--- src/rtl/button_debouncer_if.sv ---
// Button debouncer signal bundle: raw pins in, debounced level and edge pulses out.
// The slave modport is the debouncer; the master modport is whoever drives the pins.
interface button_debouncer_if #(
  parameter int N_BTN = 4
);
  logic [N_BTN-1:0] btn_in;
  logic [N_BTN-1:0] btn_level;
  logic [N_BTN-1:0] btn_press;
  logic [N_BTN-1:0] btn_release;

  modport master (output btn_in, input btn_level, input btn_press, input btn_release);
  modport slave  (input btn_in, output btn_level, output btn_press, output btn_release);
endinterface

--- src/rtl/button_debouncer.sv ---
// Multi-channel button debouncer: 2-flop synchroniser, 4-state stability FSM and one-cycle press/release pulses.
// Optional feature macro: BUTTON_RELEASE_PULSE_EN (release pulses; otherwise btn_release is tied to 0).
module button_debouncer #(
  parameter int N_BTN           = 4,
  parameter int DEBOUNCE_CYCLES = 1000000,
  parameter int CNT_W           = $clog2(DEBOUNCE_CYCLES + 1)
) (
  input logic               clk,
  input logic               rst,
  button_debouncer_if.slave bus
);

  typedef enum logic [1:0] {
    STABLE0 = 2'd0,
    PEND1   = 2'd1,
    STABLE1 = 2'd2,
    PEND0   = 2'd3
  } state_t;

  localparam logic [CNT_W-1:0] CNT_LAST = CNT_W'(DEBOUNCE_CYCLES - 1);

  logic   [N_BTN-1:0]            s1_q;
  logic   [N_BTN-1:0]            s2_q;
  state_t [N_BTN-1:0]            state_q;
  logic   [N_BTN-1:0][CNT_W-1:0] cnt_q;
  logic   [N_BTN-1:0]            level_q;
  logic   [N_BTN-1:0]            press_q;
`ifdef BUTTON_RELEASE_PULSE_EN
  logic   [N_BTN-1:0]            release_q;
`endif

  // Synchroniser, per-channel stability FSM and registered outputs; outputs follow the next state.
  always_ff @(posedge clk) begin
    if (rst) begin
      s1_q    <= '0;
      s2_q    <= '0;
      level_q <= '0;
      press_q <= '0;
`ifdef BUTTON_RELEASE_PULSE_EN
      release_q <= '0;
`endif
      for (int i = 0; i < N_BTN; i++) begin
        state_q[i] <= STABLE0;
        cnt_q[i]   <= '0;
      end
    end else begin
      s1_q    <= bus.btn_in;
      s2_q    <= s1_q;
      press_q <= '0;
`ifdef BUTTON_RELEASE_PULSE_EN
      release_q <= '0;
`endif
      for (int i = 0; i < N_BTN; i++) begin
        case (state_q[i])
          STABLE0: begin
            if (s2_q[i]) begin
              state_q[i] <= PEND1;
              cnt_q[i]   <= '0;
            end
          end
          PEND1: begin
            if (!s2_q[i]) begin
              state_q[i] <= STABLE0;
              cnt_q[i]   <= '0;
            end else if (cnt_q[i] == CNT_LAST) begin
              state_q[i] <= STABLE1;
              cnt_q[i]   <= '0;
              level_q[i] <= 1'b1;
              press_q[i] <= 1'b1;
            end else begin
              cnt_q[i] <= cnt_q[i] + CNT_W'(1);
            end
          end
          STABLE1: begin
            if (!s2_q[i]) begin
              state_q[i] <= PEND0;
              cnt_q[i]   <= '0;
            end
          end
          PEND0: begin
            // A single high sample aborts back to the held level; the count restarts on the next drop.
            if (s2_q[i]) begin
              state_q[i] <= STABLE1;
              cnt_q[i]   <= '0;
            end else if (cnt_q[i] == CNT_LAST) begin
              state_q[i] <= STABLE0;
              cnt_q[i]   <= '0;
              level_q[i] <= 1'b0;
`ifdef BUTTON_RELEASE_PULSE_EN
              release_q[i] <= 1'b1;
`endif
            end else begin
              cnt_q[i] <= cnt_q[i] + CNT_W'(1);
            end
          end
          default: begin
            state_q[i] <= STABLE0;
            cnt_q[i]   <= '0;
            level_q[i] <= 1'b0;
          end
        endcase
      end
    end
  end

  assign bus.btn_level = level_q;
  assign bus.btn_press = press_q;
`ifdef BUTTON_RELEASE_PULSE_EN
  assign bus.btn_release = release_q;
`else
  assign bus.btn_release = '0;
`endif

endmodule

--- src/flat_wrapper.sv ---
// flat-port wrapper written by rule: the top's interface ports become plain ports
module button_debouncer_flat 
#(
  parameter int N_BTN           = 4,
  parameter int DEBOUNCE_CYCLES = 1000000,
  parameter int CNT_W           = $clog2(DEBOUNCE_CYCLES + 1)
)
  (clk, rst, bus_btn_in, bus_btn_level, bus_btn_press, bus_btn_release);
  button_debouncer_if #(.N_BTN(N_BTN)) bus_i ();
  input logic clk;
  input logic rst;
  input wire logic [$bits(bus_i.btn_in)-1:0] bus_btn_in;
  output wire logic [$bits(bus_i.btn_level)-1:0] bus_btn_level;
  output wire logic [$bits(bus_i.btn_press)-1:0] bus_btn_press;
  output wire logic [$bits(bus_i.btn_release)-1:0] bus_btn_release;
  assign bus_i.btn_in = bus_btn_in;
  assign bus_btn_level = bus_i.btn_level;
  assign bus_btn_press = bus_i.btn_press;
  assign bus_btn_release = bus_i.btn_release;
  button_debouncer #(.N_BTN(N_BTN), .DEBOUNCE_CYCLES(DEBOUNCE_CYCLES), .CNT_W(CNT_W)) u_core (.clk(clk), .rst(rst), .bus(bus_i));
endmodule
--- config.mk ---
export PLATFORM = sky130hd
export DESIGN_NAME = button_debouncer_flat
export DESIGN_NICKNAME = d
export VERILOG_FILES = /design/src/rtl/button_debouncer_if.sv /design/src/rtl/button_debouncer.sv /design/src/flat_wrapper.sv
export SDC_FILE = /design/constraint.sdc
export NUM_CORES = 1
export LEC_CHECK = 0
export CORE_ASPECT_RATIO = 1.5
export CORE_UTILIZATION = 55
export CTS_CLUSTER_DIAMETER = 60
export CTS_CLUSTER_SIZE = 14
export DETAILED_ROUTE_END_ITERATION = 10
export PLACE_DENSITY = 0.73
export SYNTH_ARGS = -nofsm -noshare
export SYNTH_HDL_FRONTEND = slang
export SYNTH_SLANG_ARGS = --single-unit
--- constraint.sdc ---
create_clock -name clk -period 5.6 [get_ports clk]
set_clock_uncertainty 0.2 [all_clocks]
set_input_delay 0.84 -clock clk [delete_from_list [all_inputs] [get_ports clk]]
set_output_delay 0.84 -clock clk [all_outputs]
set_load 0.01 [all_outputs]
==> results by group <==
Global routing
  • Vias in the first global route: 4089
  • Pin count of the biggest net entering global routing: ~60
  • Global-route wire length before repair: 18.1 mm
  • Grt total ovfl: 0
  • Initial antenna violation count: 0
  • Gr usage total: 0.235

Floorplanning
  • Core Region: 0.00893 sq mm
  • Initial core utilization: 0.572
  • Standard-cell rows: 42
  • Die W: 80.7 um
  • Die Y: 120 um
  • Top Ports: 18
  • Die area: 0.00970 sq mm

Route
  • Remaining antenna violation count after routing: 0
  • Starting DRT DRC Count: 305
  • Drt drc: 0
  • DRT Wirelength: 10.5 mm
  • Per-cell routed wire length: around 14 um
  • DRT Pass-1 Iters: 5
  • Vias post-DR: around 4500
  • Vias per cell: 6.12

Outcome
  • Outcome: completed

STA
  • Tightest Pin Transition: 1200 ps
  • Fmax: 369 MHz
  • Hold Violations, Final: 0
  • TNS Setup: 0 ps
  • Period utilization: 0.484
  • Tmin final: 2710 ps
  • Pins Over Slew Limit: 0
  • Finish-stage setup viols: 0
  • Unrepaired setup endpoints after global routing: no
  • Worst slew margin: 0.194

Place
  • PortBufs: 13
  • Post-DP HPWL: 7.33 mm
  • Final GP Congestion: approximately 0.84

Cells and area
  • Final nets: 627
  • Synth-to-Final Area Change: 9.10%
  • Fill cells: 816
  • Diodes inserted: 0
  • Share of post-route cells with drive strength above 1: 0.0531

Clock tree
  • Post-CTS Setup Bufs: 0
  • Worst-path clk slew: about 70 ps
  • CTS root buffer: clkbuf_16
  • # H-tree levels: 3
  • Clk Latency, worst-skew pair: ~350 ps
  • Maximum clock path buffer count: 2
  • Total CTS buffers: 9
  • Cts hold-fix bufs: 0
  • Cts repair resizes: 0
  • CTS tree: built
  • Sink Count: 104

Synth
  • Post-synthesis cell count: 612
  • Yosys synthesis warning count: 0
  • Post-synthesis cell type count: 56
  • Synth Register Bits: 104
  • Most frequent cell after synthesis: dfxtp_1
  • Synth cell count leaders: dfxtp_1, nand3_1, nand2_1, a21oi_1, nor2_1
  • Post-Synthesis Cell Area: 0.00511 sq mm
  • Area leader, netlist: dfxtp_1
  • Share of the synthesized area in the top cell type: 0.407
  • Number of flops mapped to enable cells by yosys: 0
  • Synth area leaders: dfxtp_1, nand3_1, a31oi_1
  • Ys async rst share: 0
  • Synthesized area per cell: 8.36 sq um
  • Prevailing post-synth register cell: dfxtp_1
  • Sequential element share of the synthesized area: 0.407

Worst hold path
  • Hold WC Path Type: flip-flop to flip-flop

Power and ir drop
  • Pwr/cell area: 260 mW/mm^2
  • Final Power: ~1.5 mW
  • Maximum VDD drop: 0.164 mV
  • Leakage: 1.92 nW

Critical path
  • CP max FO: 58
  • Critical path arrival: 2800 ps
  • Setup CP Type: input port to flip-flop
  • Worst Setup End Kind: flip-flop
  • CP required: 5690 ps
  • CP Launch Type: input port

Job
  • Max-Cap Viols: 0
## flip-flops by register name (all words and copies together) (netlist names), named ones only
register              cells
u_core.bus.btn_press      4
u_core.bus.btn_level      4
u_core.state_q            4
u_core.s1_q               4
u_core.s2_q               4
u_core.cnt_q             80
## per-stage QoR
step                      utilization  hold WS (ps)  worst slack [ps]  std cells  area (sq um)
after floorplan                     -           214              3480        615          5120
after global placement          0.590           220              2610        716          5270
after detailed placement        0.590           235              2540        716          5270
after CTS                       0.625           250              2910        732          5580
after global routing            0.625           262              2730        732          5580
final                           0.625           242              2890        732          5580
## layout make-up
class / instances / area (sq um) / share of cell area
repair buffers: 17 / 155 / 0.0278
multi-input cells: 470 / 2840 / 0.509
inverters: 15 / 56.3 / 0.0101
flip-flops and latches: 104 / 2080 / 0.373
clock inverters: 4 / 52.6 / 0.00942
clock buffers: 12 / 256 / 0.0460
well taps: 110 / 138 / 0.0247
## kinds of logic (layout without fill, tap and decap cells)
kind of cell / count (synthesis) / after routing / share of synthesized area
and+or+nand+nor: 290 / 290 / 0.316
AOI/OAI and AO/OA: 144 / 144 / 0.174
DFF: 104 / 104 / 0.407
buffers and inverters: 41 / 48 / 0.0409
xor gates and xnor gates: 15 / 15 / 0.0257
muxes: 13 / 13 / 0.0254
adders and majority gates: 4 / 4 / 0.00979
other: 1 / 4 / 0.000733
## power breakdown
group	internal, mW	switching (mW)	leakage, nW	total (mW)
clock	0.372	0.269	0.153	0.641
combinational	0.0216	0.0347	0.932	0.0563
sequential	0.747	0.00690	0.840	0.754
total	1.14	0.310	1.92	1.45
## worst max-delay path, cell delays in order
cell	delay, ps
buf_2	90
buf_4	280
a211oi_2	980
or3b_2	500
nand3_1	90
## cell usage in the layout, fill, tap and decap left out, types with 5 or more instances in the layout
cell	synthesis	routed
dfxtp_1	104	104
a31oi_1	38	38
nand2b_1	16	16
and3_1	18	18
clkdlybuf4s50_1	0	12
a22oi_1	5	5
or3_1	5	5
nor3_1	18	18
mux2i_1	13	13
nand2_1	52	52
a41oi_1	8	8
a22o_1	7	7
nand4_1	23	23
nand3_1	54	54
xor2_1	10	10
xnor2_1	5	5
and4_1	8	8
inv_1	15	15
o21ai_0	29	29
clkbuf_16	0	9
nand3b_1	5	5
nor3b_1	5	5
nor2_1	43	43
a21oi_1	44	44
nor2b_1	14	14
## per-layer routing
layer	wire length, um	share of wire	vias up	global-route usage
met1	4720	0.45	2103	0.288
met3	319	0.030	20	0.0365
met4	206	0.020	0	0.102
met2	5290	0.50	82	0.399
li1	-	-	2272	-
met5	0	0	-	0
## worst paths after layout
| check | from | endpoint | slack [ps] | depth (start not counted) |
|---|---|---|---|---|
| max | rst | u_core.cnt_q[5] | 2890 | 5 |
| min | u_core.s1_q[1] | u_core.s2_q[1] | 240 | 1 |
| max reg2reg | u_core.cnt_q[0] | u_core.cnt_q[5] | 2910 | 6 |
| min reg2reg | u_core.s1_q[1] | u_core.s2_q[1] | 240 | 1 |
Note: power is estimated with default switching activity, not from simulation.
